File: src/rtl/march_elem_gen_if.sv
// Op command type and the controller-facing bundle of march_elem_gen.
// Ports: master = test controller side (drives i_*, observes o_*),
//        slave  = march_elem_gen side (observes i_*, drives o_*).

package march_elem_gen_pkg;
    // NOP is encoded as zero so the reset value of the op register is NOP.
    typedef enum logic [1:0] {
        OP_NOP   = 2'd0,
        OP_WRITE = 2'd1,
        OP_READ  = 2'd2
    } t_op_cmd;
endpackage

interface march_elem_gen_if #(
    parameter int ADDR_X  = 2,
    parameter int ADDR_Y  = 2,
    parameter int BG_DATA = 4
);
    import march_elem_gen_pkg::*;

    // Element request and its configuration (sampled on start only).
    logic               i_start;
    logic               i_pause;
    logic               i_dir_down;
    logic               i_x_fast;
    logic [1:0]         i_num_ops;
    logic [3:0]         i_op_wr;
    logic [3:0]         i_op_inv;
    logic [BG_DATA-1:0] i_bg_data;

    // Per-cycle memory command stream and status.
    logic [ADDR_X-1:0]  o_addr_x;
    logic [ADDR_Y-1:0]  o_addr_y;
    logic [BG_DATA-1:0] o_data;
    t_op_cmd            o_op_cmd;
    logic               o_busy;
    logic               o_done;

    modport master (
        output i_start, i_pause, i_dir_down, i_x_fast,
               i_num_ops, i_op_wr, i_op_inv, i_bg_data,
        input  o_addr_x, o_addr_y, o_data, o_op_cmd, o_busy, o_done
    );

    modport slave (
        input  i_start, i_pause, i_dir_down, i_x_fast,
               i_num_ops, i_op_wr, i_op_inv, i_bg_data,
        output o_addr_x, o_addr_y, o_data, o_op_cmd, o_busy, o_done
    );
endinterface

File: src/rtl/march_elem_gen.sv
// Executes one march element over the full X/Y space: one op per cycle.
// Latency: first op one cycle after i_start; all outputs registered.
// Backpressure: i_pause inserts NOP cycles; the op sequence resumes unchanged.
// Ports: clk, rst (sync, active-high), bus (march_elem_gen_if.slave).

module march_elem_gen
    import march_elem_gen_pkg::*;
#(
    parameter int ADDR_X  = 2,
    parameter int ADDR_Y  = 2,
    parameter int BG_DATA = 4
) (
    input  logic              clk,
    input  logic              rst,
    march_elem_gen_if.slave   bus
);

    localparam logic [ADDR_X-1:0] X_MAX = {ADDR_X{1'b1}};
    localparam logic [ADDR_Y-1:0] Y_MAX = {ADDR_Y{1'b1}};

    typedef enum logic [1:0] {
        ST_IDLE = 2'd0,
        ST_RUN  = 2'd1,
        ST_DONE = 2'd2
    } state_t;

    state_t             state_q, state_d;

    // Latched element configuration.
    logic               dir_q, dir_d;
    logic               xfast_q, xfast_d;
    logic [1:0]         num_q, num_d;
    logic [3:0]         wr_q, wr_d;
    logic [3:0]         inv_q, inv_d;
    logic [BG_DATA-1:0] bg_q, bg_d;

    // Pointer to the next op still to be issued. It runs one op ahead of
    // the output registers, so a pause can show the upcoming address while
    // the op itself is withheld.
    logic [ADDR_X-1:0]  px_q, px_d;
    logic [ADDR_Y-1:0]  py_q, py_d;
    logic [1:0]         pk_q, pk_d;
    // Set once the final op of the element has been issued.
    logic               last_q, last_d;

    // Output registers.
    logic [ADDR_X-1:0]  ox_q, ox_d;
    logic [ADDR_Y-1:0]  oy_q, oy_d;
    logic [BG_DATA-1:0] odata_q, odata_d;
    t_op_cmd            op_q, op_d;
    logic               busy_q, busy_d;
    logic               done_q, done_d;

    // ------------------------------------------------------------------
    // Op source: on the start cycle the op is built straight from the
    // inputs and the start address; afterwards from latched state.
    // ------------------------------------------------------------------
    logic               is_start;
    logic               c_dir, c_xfast;
    logic [1:0]         c_num;
    logic [3:0]         c_wr, c_inv;
    logic [BG_DATA-1:0] c_bg;
    logic [ADDR_X-1:0]  s_x, x_start, x_end, x_step;
    logic [ADDR_Y-1:0]  s_y, y_start, y_end, y_step;
    logic [1:0]         s_k;

    // Issue results and the pointer after this op.
    t_op_cmd            iss_cmd;
    logic [BG_DATA-1:0] iss_data;
    logic               k_last, x_at_end, y_at_end, is_final;
    logic [ADDR_X-1:0]  nx;
    logic [ADDR_Y-1:0]  ny;
    logic [1:0]         nk;

    always_comb begin
        is_start = (state_q == ST_IDLE) && bus.i_start;

        c_dir    = is_start ? bus.i_dir_down : dir_q;
        c_xfast  = is_start ? bus.i_x_fast   : xfast_q;
        c_num    = is_start ? bus.i_num_ops  : num_q;
        c_wr     = is_start ? bus.i_op_wr    : wr_q;
        c_inv    = is_start ? bus.i_op_inv   : inv_q;
        c_bg     = is_start ? bus.i_bg_data  : bg_q;

        // Ascending walks 0 -> max, descending max -> 0, on both axes.
        x_start  = c_dir ? X_MAX : '0;
        y_start  = c_dir ? Y_MAX : '0;
        x_end    = c_dir ? '0 : X_MAX;
        y_end    = c_dir ? '0 : Y_MAX;

        s_x      = is_start ? x_start : px_q;
        s_y      = is_start ? y_start : py_q;
        s_k      = is_start ? 2'd0    : pk_q;

        x_step   = c_dir ? (s_x - ADDR_X'(1)) : (s_x + ADDR_X'(1));
        y_step   = c_dir ? (s_y - ADDR_Y'(1)) : (s_y + ADDR_Y'(1));
    end

    always_comb begin
        iss_cmd  = c_wr[s_k] ? OP_WRITE : OP_READ;
        iss_data = c_inv[s_k] ? ~c_bg : c_bg;

        k_last   = (s_k == c_num);
        x_at_end = (s_x == x_end);
        y_at_end = (s_y == y_end);
        is_final = k_last && x_at_end && y_at_end;

        nx = s_x;
        ny = s_y;
        nk = s_k;
        if (is_final) begin
            // End of element: pointer parks, no wrap past the last address.
            nk = s_k;
        end else if (!k_last) begin
            nk = s_k + 2'd1;
        end else begin
            nk = 2'd0;
            if (c_xfast) begin
                if (x_at_end) begin
                    nx = x_start;
                    ny = y_step;
                end else begin
                    nx = x_step;
                end
            end else begin
                if (y_at_end) begin
                    ny = y_start;
                    nx = x_step;
                end else begin
                    ny = y_step;
                end
            end
        end
    end

    // ------------------------------------------------------------------
    // Next-state and output logic.
    // ------------------------------------------------------------------
    always_comb begin
        state_d = state_q;
        dir_d   = dir_q;
        xfast_d = xfast_q;
        num_d   = num_q;
        wr_d    = wr_q;
        inv_d   = inv_q;
        bg_d    = bg_q;
        px_d    = px_q;
        py_d    = py_q;
        pk_d    = pk_q;
        last_d  = last_q;
        ox_d    = ox_q;
        oy_d    = oy_q;
        odata_d = odata_q;
        op_d    = OP_NOP;
        busy_d  = busy_q;
        done_d  = 1'b0;

        unique case (state_q)
            ST_IDLE: begin
                if (bus.i_start) begin
                    dir_d   = bus.i_dir_down;
                    xfast_d = bus.i_x_fast;
                    num_d   = bus.i_num_ops;
                    wr_d    = bus.i_op_wr;
                    inv_d   = bus.i_op_inv;
                    bg_d    = bus.i_bg_data;
                    // Op 0 goes out with the start, pointer moves to op 1.
                    ox_d    = s_x;
                    oy_d    = s_y;
                    odata_d = iss_data;
                    op_d    = iss_cmd;
                    px_d    = nx;
                    py_d    = ny;
                    pk_d    = nk;
                    last_d  = is_final;
                    busy_d  = 1'b1;
                    state_d = ST_RUN;
                end
            end

            ST_RUN: begin
                if (last_q) begin
                    last_d  = 1'b0;
                    done_d  = 1'b1;
                    state_d = ST_DONE;
                end else if (bus.i_pause) begin
                    // Withhold the op; show where the sequence will resume.
                    ox_d = px_q;
                    oy_d = py_q;
                end else begin
                    ox_d    = s_x;
                    oy_d    = s_y;
                    odata_d = iss_data;
                    op_d    = iss_cmd;
                    px_d    = nx;
                    py_d    = ny;
                    pk_d    = nk;
                    last_d  = is_final;
                end
            end

            ST_DONE: begin
                busy_d  = 1'b0;
                state_d = ST_IDLE;
            end

            default: begin
                busy_d  = 1'b0;
                state_d = ST_IDLE;
            end
        endcase
    end

    always_ff @(posedge clk) begin
        if (rst) begin
            state_q <= ST_IDLE;
            dir_q   <= 1'b0;
            xfast_q <= 1'b0;
            num_q   <= 2'd0;
            wr_q    <= 4'd0;
            inv_q   <= 4'd0;
            bg_q    <= '0;
            px_q    <= '0;
            py_q    <= '0;
            pk_q    <= 2'd0;
            last_q  <= 1'b0;
            ox_q    <= '0;
            oy_q    <= '0;
            odata_q <= '0;
            op_q    <= OP_NOP;
            busy_q  <= 1'b0;
            done_q  <= 1'b0;
        end else begin
            state_q <= state_d;
            dir_q   <= dir_d;
            xfast_q <= xfast_d;
            num_q   <= num_d;
            wr_q    <= wr_d;
            inv_q   <= inv_d;
            bg_q    <= bg_d;
            px_q    <= px_d;
            py_q    <= py_d;
            pk_q    <= pk_d;
            last_q  <= last_d;
            ox_q    <= ox_d;
            oy_q    <= oy_d;
            odata_q <= odata_d;
            op_q    <= op_d;
            busy_q  <= busy_d;
            done_q  <= done_d;
        end
    end

    assign bus.o_addr_x = ox_q;
    assign bus.o_addr_y = oy_q;
    assign bus.o_data   = odata_q;
    assign bus.o_op_cmd = op_q;
    assign bus.o_busy   = busy_q;
    assign bus.o_done   = done_q;

endmodule
File: src/flat_wrapper.sv
// flat-port wrapper written by rule: the top's interface ports become plain ports
module march_elem_gen_flat import march_elem_gen_pkg::*;
#(
    parameter int ADDR_X  = 2,
    parameter int ADDR_Y  = 2,
    parameter int BG_DATA = 4
)
  (clk, rst, bus_i_start, bus_i_pause, bus_i_dir_down, bus_i_x_fast, bus_i_num_ops, bus_i_op_wr, bus_i_op_inv, bus_i_bg_data, bus_o_addr_x, bus_o_addr_y, bus_o_data, bus_o_op_cmd, bus_o_busy, bus_o_done);
  march_elem_gen_if #(.ADDR_X(ADDR_X), .ADDR_Y(ADDR_Y), .BG_DATA(BG_DATA)) bus_i ();
  input  logic clk;
  input  logic rst;
  input wire logic [$bits(bus_i.i_start)-1:0] bus_i_start;
  input wire logic [$bits(bus_i.i_pause)-1:0] bus_i_pause;
  input wire logic [$bits(bus_i.i_dir_down)-1:0] bus_i_dir_down;
  input wire logic [$bits(bus_i.i_x_fast)-1:0] bus_i_x_fast;
  input wire logic [$bits(bus_i.i_num_ops)-1:0] bus_i_num_ops;
  input wire logic [$bits(bus_i.i_op_wr)-1:0] bus_i_op_wr;
  input wire logic [$bits(bus_i.i_op_inv)-1:0] bus_i_op_inv;
  input wire logic [$bits(bus_i.i_bg_data)-1:0] bus_i_bg_data;
  output wire logic [$bits(bus_i.o_addr_x)-1:0] bus_o_addr_x;
  output wire logic [$bits(bus_i.o_addr_y)-1:0] bus_o_addr_y;
  output wire logic [$bits(bus_i.o_data)-1:0] bus_o_data;
  output wire logic [$bits(bus_i.o_op_cmd)-1:0] bus_o_op_cmd;
  output wire logic [$bits(bus_i.o_busy)-1:0] bus_o_busy;
  output wire logic [$bits(bus_i.o_done)-1:0] bus_o_done;
  assign bus_i.i_start = bus_i_start;
  assign bus_i.i_pause = bus_i_pause;
  assign bus_i.i_dir_down = bus_i_dir_down;
  assign bus_i.i_x_fast = bus_i_x_fast;
  assign bus_i.i_num_ops = bus_i_num_ops;
  assign bus_i.i_op_wr = bus_i_op_wr;
  assign bus_i.i_op_inv = bus_i_op_inv;
  assign bus_i.i_bg_data = bus_i_bg_data;
  assign bus_o_addr_x = bus_i.o_addr_x;
  assign bus_o_addr_y = bus_i.o_addr_y;
  assign bus_o_data = bus_i.o_data;
  assign bus_o_op_cmd = bus_i.o_op_cmd;
  assign bus_o_busy = bus_i.o_busy;
  assign bus_o_done = bus_i.o_done;
  march_elem_gen #(.ADDR_X(ADDR_X), .ADDR_Y(ADDR_Y), .BG_DATA(BG_DATA)) u_core (.clk(clk), .rst(rst), .bus(bus_i));
endmodule
File: config.mk
export PLATFORM = sky130hd
export DESIGN_NAME = march_elem_gen_flat
export DESIGN_NICKNAME = d
export VERILOG_FILES = /design/src/rtl/march_elem_gen_if.sv /design/src/rtl/march_elem_gen.sv /design/src/flat_wrapper.sv
export SDC_FILE = /design/constraint.sdc
export NUM_CORES = 1
export LEC_CHECK = 0
export ABC_AREA = 1
export BUFFER_PORTS_ARGS = -buffer_cell sky130_fd_sc_hd__buf_2
export CAP_MARGIN = 40
export CORE_MARGIN = 10
export CORE_UTILIZATION = 55
export CTS_CLUSTER_SIZE = 10
export DETAILED_ROUTE_END_ITERATION = 7
export PLACE_DENSITY_LB_ADDON = 0.15
export SLEW_MARGIN = 20
export SYNTH_ARGS = -nofsm -noshare
export SYNTH_HDL_FRONTEND = slang
export SYNTH_SLANG_ARGS = --single-unit
File: constraint.sdc
create_clock -name clk -period 3.02 [get_ports clk]
set_input_delay 0.604 -clock clk [delete_from_list [all_inputs] [get_ports clk]]
set_output_delay 0.604 -clock clk [all_outputs]
set_load 0.05 [all_outputs]
==> results.toml, run 1 <==
[outcome]
outcome = "complete, no violations"

[clocking]
cts.sinks = 37
numCtsBuffers = 5
clockBufferDepth = 2
cts_root_buf = "clkbuf_8"
htreeDepth = 2
cts.clk_slew.worst_paths_ns = 0.08
cts_tree = "done"
ctsHoldBuffers = 0
clkLatencyLatePin_ns = 0.29
post_cts_buffers = 0
cts_resized = 0

[route]
drc = 0
vias = 1736
drt_pre_antenna_iters = 4
wl_per_cell_um = 12.9
viasPerCell = 5.06
ant_nets = 0
drt_iter0_drc = 108
wirelength_um = 4430

[worst_setup_path]
reg2reg_from = "u_core.state_q[1]"
crit_end = "u_core.py_q[1]"
crit_buf_inv = 1
cp-start-kind = "flip-flop"
r2r_end = "u_core.py_q[1]"
crit_chain = "nor2_4, nand2_4, inv_2, nand2_1, nand2_1, xor2_1, nand3_1, nand2_1, a21oi_2"
critical_path_arrival_ns = 2.18
crit_required_ns = 3.19
worstSetupStartpoint = "u_core.state_q[1]"
critPathTopFamily = "simple AND/OR/NAND/NOR gates"
slowest_delay_ns = 0.35
cp_max_fo = 32
r2r_cells = 9
cp.depth = 9
worst-setup-path-type = "reg2reg"
regToRegSetupSlack_ns = 1.01
endpoint_kind = "flip-flop"
cp_slowest_cell = "dfxtp_1"
path_common_cell = "nand2_1"

[power_and_ir_drop]
leakage_uw = 0.00112
p_per_area_mw_per_mm2 = 606
ir_drop_mv = 0.329

[synthesis]
netlist_instances = 266
ys_seq_elements = 37
syn_nets = 286
synth_area_mm2 = 0.00201
ys_seq_area_frac = 0.369
yosysWarnings = 0
synth_cell_types = 33
avgSynthCellArea_um2 = 7.54

[cells_and_area]
final_layout_size_suffix_gt1_frac = 0.286
stdcell_area_mm2 = 0.00225
areaGrowthSynthToFinish_pct = 12.3
diodes = 0
fin_nets = 316

[timing]
drv_slew = 0
finalSetupTns_ns = 0
max_freq_mhz = 498
fin_crit_sh = 0.665
skew_ns = 0.0107
worstMarginPinSlew_ns = 0.539
finalSetupViolCount = 0
hold_viol_final = 0
setup_slack_ns = 1.01
period_needed_ns = 2.01
slew_headroom = 0.639
rsz0062_at_grt = "no"

[placement]
dp_slack_ns = 0.776
placed_area_mm2 = 0.00214
place_hpwl_um = 3290
place_congestion = 0.846
numPortBuffers = 31

[global_route]
grt_use_total = 0.149
grt_pass1_vias = 1741
grt_pass1_wl_um = 7790
overflow = 0
antenna_found_initial = 0
grt_max_degree = 33

[hold_path]
hp-class = "reg2reg"

[die]
coreArea_mm2 = 0.00344
die_y_um = 80.4
io_pins = 32
start_util = 0.583
dieArea_mm2 = 0.00646
fp.dieW_um = 80.4
row_count = 21

[flow_run]
drv_cap = 0
==> metal layers <==
metal,global-route usage,share of wire,up-vias
met5,0,0,-
met4,0.0475,0.0099,0
met3,0.0479,0.045,5
met2,0.246,0.49,35
met1,0.178,0.45,794
li1,-,-,902
==> through the flow <==
step | util | hold slack [ns] | power, uW | cells
global placement | 0.623 | 0.450 | 933 | 335
finish | 0.655 | 0.465 | 1370 | 343
CTS | 0.655 | 0.471 | 1370 | 343
floorplan | - | 0.454 | 875 | 266
global route | 0.655 | 0.505 | 1440 | 343
detailed placement | 0.623 | 0.458 | 941 | 335
==> synthesized netlist by cell type <==
master / n / area share
mux2i_1: 2 / 0.010
nand4_1: 2 / 0.0062
clkinv_1: 1 / 0.0019
nor2_4: 4 / 0.022
o21ai_0: 16 / 0.040
nand3_1: 18 / 0.045
nand2_2: 8 / 0.025
dfxtp_1: 37 / 0.37
nand3b_1: 2 / 0.0075
xor2_1: 1 / 0.0044
nand2_1: 42 / 0.079
a31oi_1: 1 / 0.0031
o211ai_1: 1 / 0.0037
buf_8: 1 / 0.0075
nand2_4: 4 / 0.022
a21oi_2: 4 / 0.017
clkbuf_1: 3 / 0.0056
nand2_8: 1 / 0.010
o21ai_2: 3 / 0.013
inv_2: 7 / 0.013
nand3_4: 2 / 0.017
nor2_1: 41 / 0.077
o21ai_4: 3 / 0.024
nand3_2: 7 / 0.035
a21oi_1: 11 / 0.027
or2_1: 3 / 0.0094
inv_1: 28 / 0.052
or2_2: 4 / 0.012
xnor2_1: 1 / 0.0044
buf_12: 1 / 0.010
buf_6: 2 / 0.011
o21ai_1: 4 / 0.010
buf_4: 1 / 0.0037
==> worst min-delay path by stage <==
stage                                        end  cells past startpoint                   start
final                     u_core.bus.o_addr_y[1]                      2  u_core.bus.o_addr_y[1]
after CTS                 u_core.bus.o_addr_y[1]                      2  u_core.bus.o_addr_y[1]
after detailed placement  u_core.bus.o_addr_y[1]                      2  u_core.bus.o_addr_y[1]
after floorplan                   u_core.wr_q[2]                      2          u_core.wr_q[2]
after global routing      u_core.bus.o_addr_y[0]                      2  u_core.bus.o_addr_y[0]
after global placement         u_core.bus.o_busy                      2       u_core.bus.o_busy
==> registers in the layout, indices dropped and copies added, names as in the netlist, 2 cells and up <==
signal               cells
u_core.state_q           2
u_core.bus.o_op_cmd      2
u_core.bus.o_addr_y      2
u_core.bus.o_data        4
u_core.wr_q              4
u_core.pk_q              2
u_core.bg_q              4
u_core.px_q              2
u_core.bus.o_addr_x      2
u_core.py_q              2
u_core.inv_q             4
u_core.num_q             2
==> placed cells by master, fill, tap and decap left out, drive strengths merged <==
| cell | synthesis | final |
|---|---|---|
| or2 | 7 | 7 |
| a31oi | 1 | 1 |
| o21ai | 26 | 26 |
| inv | 35 | 35 |
| xnor2 | 1 | 1 |
| nor2 | 45 | 45 |
| xor2 | 1 | 1 |
| nand3 | 27 | 27 |
| dfxtp | 37 | 37 |
| buf | 5 | 31 |
| clkbuf | 3 | 6 |
| bufinv | 0 | 1 |
| mux2i | 2 | 2 |
| a21oi | 15 | 15 |
| nand3b | 2 | 2 |
| clkinv | 1 | 2 |
| nand4 | 2 | 2 |
| nand2 | 55 | 55 |
| o211ai | 1 | 1 |
==> report_power, final <==
group / leakage, uW / switching [uW] / internal (uW)
Combinational: 0.000760 / 250 / 117
Clock: 0.0000554 / 188 / 248
Sequential: 0.000306 / 31.7 / 532
Total: 0.00112 / 469 / 897
==> cell families after synthesis <==
logic type | synth area share
DFF | 0.369
xor gates and xnor gates | 0.00873
and+or+nand+nor | 0.368
muxes | 0.00998
buffers and inverters | 0.105
AOI/OAI and AO/OA | 0.139
==> final cells by class <==
type / instances / area, um2
Fill cell: 331 / 1190
Timing Repair Buffer: 31 / 155
Multi-Input combinational cell: 185 / 1050
Clock buffer: 6 / 72.6
Sequential cell: 37 / 741
Clock inverter: 2 / 38.8
Inverter: 36 / 135
Tap cell: 46 / 57.6
==> worst register-to-register path, cell delays in order, from the launching register on <==
cell and delay (ns):
dfxtp_1 0.35, nor2_4 0.15, nand2_4 0.28, inv_2 0.33, nand2_1 0.17, nand2_1 0.14, xor2_1 0.18, nand3_1 0.14
nand2_1 0.11, a21oi_2 0.05
No activity file was read; power rests on OpenSTA's default activity.
==> run 2: changes to the inputs <==
clock period = 1.9 ns   (was 3.02 ns; I/O delays follow)
==> results.toml, run 2 (synthesis results as in run 1) <==
[die]
fp.dieW_um = 80.4
start_util = 0.583
die_y_um = 80.4
coreArea_mm2 = 0.00344
io_pins = 32
dieArea_mm2 = 0.00646
row_count = 21

[cells_and_area]
multi_input_area_mm2 = 0.00105
areaGrowthSynthToFinish_pct = 14.8
seq_area_um2 = 741
fin_nets = 321
final_layout_size_suffix_gt1_frac = 0.298
diodes = 0
layout_common_cells = "nand2_1 (42), nor2_1 (41), dfxtp_1 (37)"
final_common_cell = "nand2_1"
stdcell_area_mm2 = 0.00230
final_cells = 348
fillers = 309

[power_and_ir_drop]
switching_power_uw = 731
p_per_area_mw_per_mm2 = 943
swShare = 0.337
clkPwrFrac = 0.312
p_seq_frac = 0.412
p_int_uw = 1440
combPwrFrac = 0.276
ir_drop_mv = 0.485
leakage_uw = 0.00115

[timing]
finalSetupViolCount = 0
drv_slew = 0
hold_viol_final = 0
rsz0062_at_grt = "no"
max_freq_mhz = 598
fin_crit_sh = 0.880
skew_ns = 0.00369
slew_headroom = 0.726
worstMarginPinSlew_ns = 0.406
finalSetupTns_ns = 0
period_needed_ns = 1.67

[route]
wirelength_um = 4330
viasPerCell = 4.97
drt_iter0_drc = 138
drc = 0
vias = 1729
drt_pre_antenna_iters = 4
ant_nets = 0
wl_per_cell_um = 12.5

[outcome]
outcome = "complete, no violations"

[placement]
place_congestion = 0.850
numPortBuffers = 31
placed_area_mm2 = 0.00219
post-place-cells = 340
place_hpwl_um = 3410

[hold_path]
hold_path_startpoint = "bus_i_op_wr[3]"
hold_end = "u_core.wr_q[3]"
hp-class = "in2reg"
holdPathStages = 3

[clocking]
ctsHoldBuffers = 0
clkLatencyLatePin_ns = 0.29
cts.sinks = 37
htreeDepth = 2
cts_resized = 0
numCtsBuffers = 5
clockBufferDepth = 2
cts_tree = "done"
cts.clk_slew.worst_paths_ns = 0.07
cts_root_buf = "clkbuf_8"
post_cts_buffers = 0

[flow_run]
drv_cap = 0

[worst_setup_path]
cp_max_fo = 16
r2r_end = "u_core.bus.o_data[0]"
crit_buf_inv = 2
r2r_cells = 10
reg2reg_from = "u_core.state_q[1]"
endpoint_kind = "flip-flop"
cp-start-kind = "flip-flop"
cp.depth = 10
slowest_delay_ns = 0.35
crit_chain = "nor2_4, nand2_4, inv_2, o21ai_0, o21ai_4, nand2_2, nand2_1, nand3_1, nand2_1, inv_1"
path_common_cell = "nand2_1"
critical_path_arrival_ns = 1.87
worst-setup-path-type = "reg2reg"
cp_slowest_cell = "dfxtp_1"
critPathTopFamily = "simple AND/OR/NAND/NOR gates"
regToRegSetupSlack_ns = 0.23
crit_required_ns = 2.10

[global_route]
grt_pass1_wl_um = 7680
grt_max_degree = 17
grt_pass1_vias = 1746
grt_use_total = 0.146
overflow = 0
antenna_found_initial = 0
[run 2: cell count changes in the layout (fill, tap and decap cells not counted), sizes merged]
cell	change
buf	+5
[run 2: cell type report]
class	count	area share
Clock inverter	2	0.0168
Clock buffer	6	0.0315
Timing Repair Buffer	36	0.0890
Multi-Input combinational cell	185	0.458
Sequential cell	37	0.321
Inverter	36	0.0586
Tap cell	46	0.0250
[run 2: worst register-to-register path, cell delays in order, from the launching register on]
cell     delay, ns
dfxtp_1       0.35
nor2_4        0.15
nand2_4       0.12
inv_2         0.22
o21ai_0       0.20
o21ai_4       0.22
nand2_2       0.11
nand2_1       0.07
nand3_1       0.06
nand2_1       0.06
inv_1         0.03
[run 2: how the worst max path moves through the flow]
| stage | from | endpoint |
|---|---|---|
| CTS | u_core.state_q[1] | u_core.bus.o_data[1] |
| detailed placement | bus_i_start | u_core.bus.o_data[3] |
| global route | u_core.state_q[0] | u_core.bus.o_data[0] |
| floorplan | u_core.state_q[1] | u_core.px_q[1] |
| global placement | bus_i_start | u_core.px_q[1] |
| finish | u_core.state_q[1] | u_core.bus.o_data[0] |
[run 2: per-stage QoR]
step,worst slack (ns),hold WS (ns),total power (uW),util
floorplan,0.486,0.454,1390,-
global placement,0.232,0.451,1510,0.637
finish,0.227,0.332,2170,0.670
detailed placement,0.212,0.459,1510,0.637
CTS,0.232,0.329,2190,0.670
global route,0.0159,0.376,2300,0.670
[run 2: power groups by stage]
stage	logic [uW]	clock network, uW	registers [uW]
floorplan	404	0	987
global placement	596	0	912
detailed placement	603	0	911
CTS	605	693	894
global route	671	720	904
finish	600	678	895
[run 2: routing by layer]
metal	wire [um]	track usage
met1	2090	0.182
met2	1970	0.237
met3	226	0.0379
met4	53	0.0475
met5	0	0
==> run 3: changes to the inputs <==
==> constraint.sdc (replaced) <==
create_clock -name clk -period 1.9 [get_ports clk]
set_input_delay 0.19 -clock clk [delete_from_list [all_inputs] [get_ports clk]]
set_output_delay 0.19 -clock clk [all_outputs]
set_load 0.05 [all_outputs]
==> results.toml, run 3 (synthesis results as in run 1) <==
[worst_setup_path]
crit_buf_inv = 2
critPathTopFamily = "simple AND/OR/NAND/NOR gates"
path_common_cell = "nand2_1"
cp_max_fo = 16
cp-start-kind = "flip-flop"
cp.depth = 10
cp_slowest_cell = "dfxtp_1"
crit_chain = "nor2_4, nand2_4, inv_2, o21ai_0, o21ai_4, nand2_2, nand2_1, nand3_1, nand2_1, inv_1"
crit_required_ns = 2.08
worstSetupStartpoint = "u_core.state_q[1]"
worst-setup-path-type = "reg2reg"
slowest_delay_ns = 0.34
endpoint_kind = "flip-flop"
crit_end = "u_core.bus.o_data[3]"
critical_path_arrival_ns = 1.84
r2r_end = "u_core.bus.o_data[3]"
regToRegSetupSlack_ns = 0.24
r2r_cells = 10
reg2reg_from = "u_core.state_q[1]"

[cells_and_area]
diodes = 0
final_core_util = 0.664
seq_area_um2 = 741
stdcell_area_mm2 = 0.00229
areaGrowthSynthToFinish_pct = 14.0
final_layout_size_suffix_gt1_frac = 0.298
multi_input_area_mm2 = 0.00105
fillers = 318
fin_nets = 322
layout_common_cells = "nand2_1 (42), nor2_1 (41), dfxtp_1 (37)"
final_common_cell = "nand2_1"

[die]
row_count = 21
dieArea_mm2 = 0.00646
io_pins = 32
die_y_um = 80.4
fp.dieW_um = 80.4
coreArea_mm2 = 0.00344
start_util = 0.583

[timing]
worstMarginPinSlew_ns = 0.418
finalSetupTns_ns = 0
skew_ns = 0.00422
rsz0062_at_grt = "no"
setup_slack_ns = 0.241
max_freq_mhz = 603
period_needed_ns = 1.66
drv_slew = 0
finalSetupViolCount = 0
slew_headroom = 0.718
hold_viol_final = 0
fin_crit_sh = 0.873

[route]
drt_pre_antenna_iters = 4
viasPerCell = 4.88
wl_per_cell_um = 12.1
drt_iter0_drc = 98
wirelength_um = 4210
drc = 0
vias = 1698
ant_nets = 0

[global_route]
antenna_found_initial = 0
overflow = 0
grt_pass1_vias = 1651
grt_max_degree = 17
grt_use_total = 0.137
grt_pass1_wl_um = 7300

[power_and_ir_drop]
fin_total_pwr_uw = 2040
leakage_uw = 0.00114
ir_drop_mv = 0.495
p_per_area_mw_per_mm2 = 893

[placement]
placed_area_mm2 = 0.00220
dp_slack_ns = 0.257
numPortBuffers = 31
place_hpwl_um = 3370
place_congestion = 0.882

[clocking]
cts.clk_slew.worst_paths_ns = 0.07
cts_root_buf = "clkbuf_8"
post_cts_buffers = 0
cts.sinks = 37
clockBufferDepth = 2
cts_resized = 0
clkLatencyLatePin_ns = 0.28
htreeDepth = 2
ctsHoldBuffers = 0
cts_tree = "done"
numCtsBuffers = 5

[flow_run]
drv_cap = 0

[outcome]
outcome = "complete, no violations"

[hold_path]
hp-class = "in2reg"
run 3: cell types whose count changed in the layout (fill, tap and decap cells not counted):
cell       change
clkinv_4       -1
clkbuf_8       +1
bufinv_16      -1
buf_4          +1
run 3: worst min-delay path by stage:
stage / start / end / depth (start not counted)
floorplan: bus_i_x_fast / u_core.xfast_q / 2
global placement: bus_i_op_inv[3] / u_core.inv_q[3] / 3
detailed placement: bus_i_op_wr[3] / u_core.wr_q[3] / 3
CTS: bus_i_op_wr[1] / u_core.wr_q[1] / 3
global route: bus_i_op_wr[2] / u_core.wr_q[2] / 3
finish: bus_i_op_wr[1] / u_core.wr_q[1] / 3
run 3: metrics by stage:
stage | hold slack [ns] | std cells
floorplan | 0.343 | 266
global placement | 0.442 | 341
detailed placement | 0.444 | 341
CTS | 0.154 | 348
global route | 0.174 | 348
finish | 0.160 | 348
run 3: per-layer routing:
metal,global-route usage,wire [um],up-vias
met5,0,0,-
met4,0.0370,31,0
met3,0.0356,182,5
met2,0.222,1940,34
met1,0.175,2050,743
li1,-,-,916
run 3: worst min-delay path: cells and delay by family:
kind            cells  cell delay, ns
buf+inv             1            0.07
compound gates      1            0.07
simple gates        1            0.07
run 3: final cells by class:
type / instances / area share
flip-flops and latches: 37 / 0.324
repair buffers: 37 / 0.0930
multi-input cells: 185 / 0.461
clock buffers: 7 / 0.0377
inverters: 36 / 0.0591
well taps: 46 / 0.0252
run 3: power by group:
group          internal (uW)  total, uW  switching [uW]
clock                    288        549             262
sequential               846        894            48.5
combinational            205        599             394
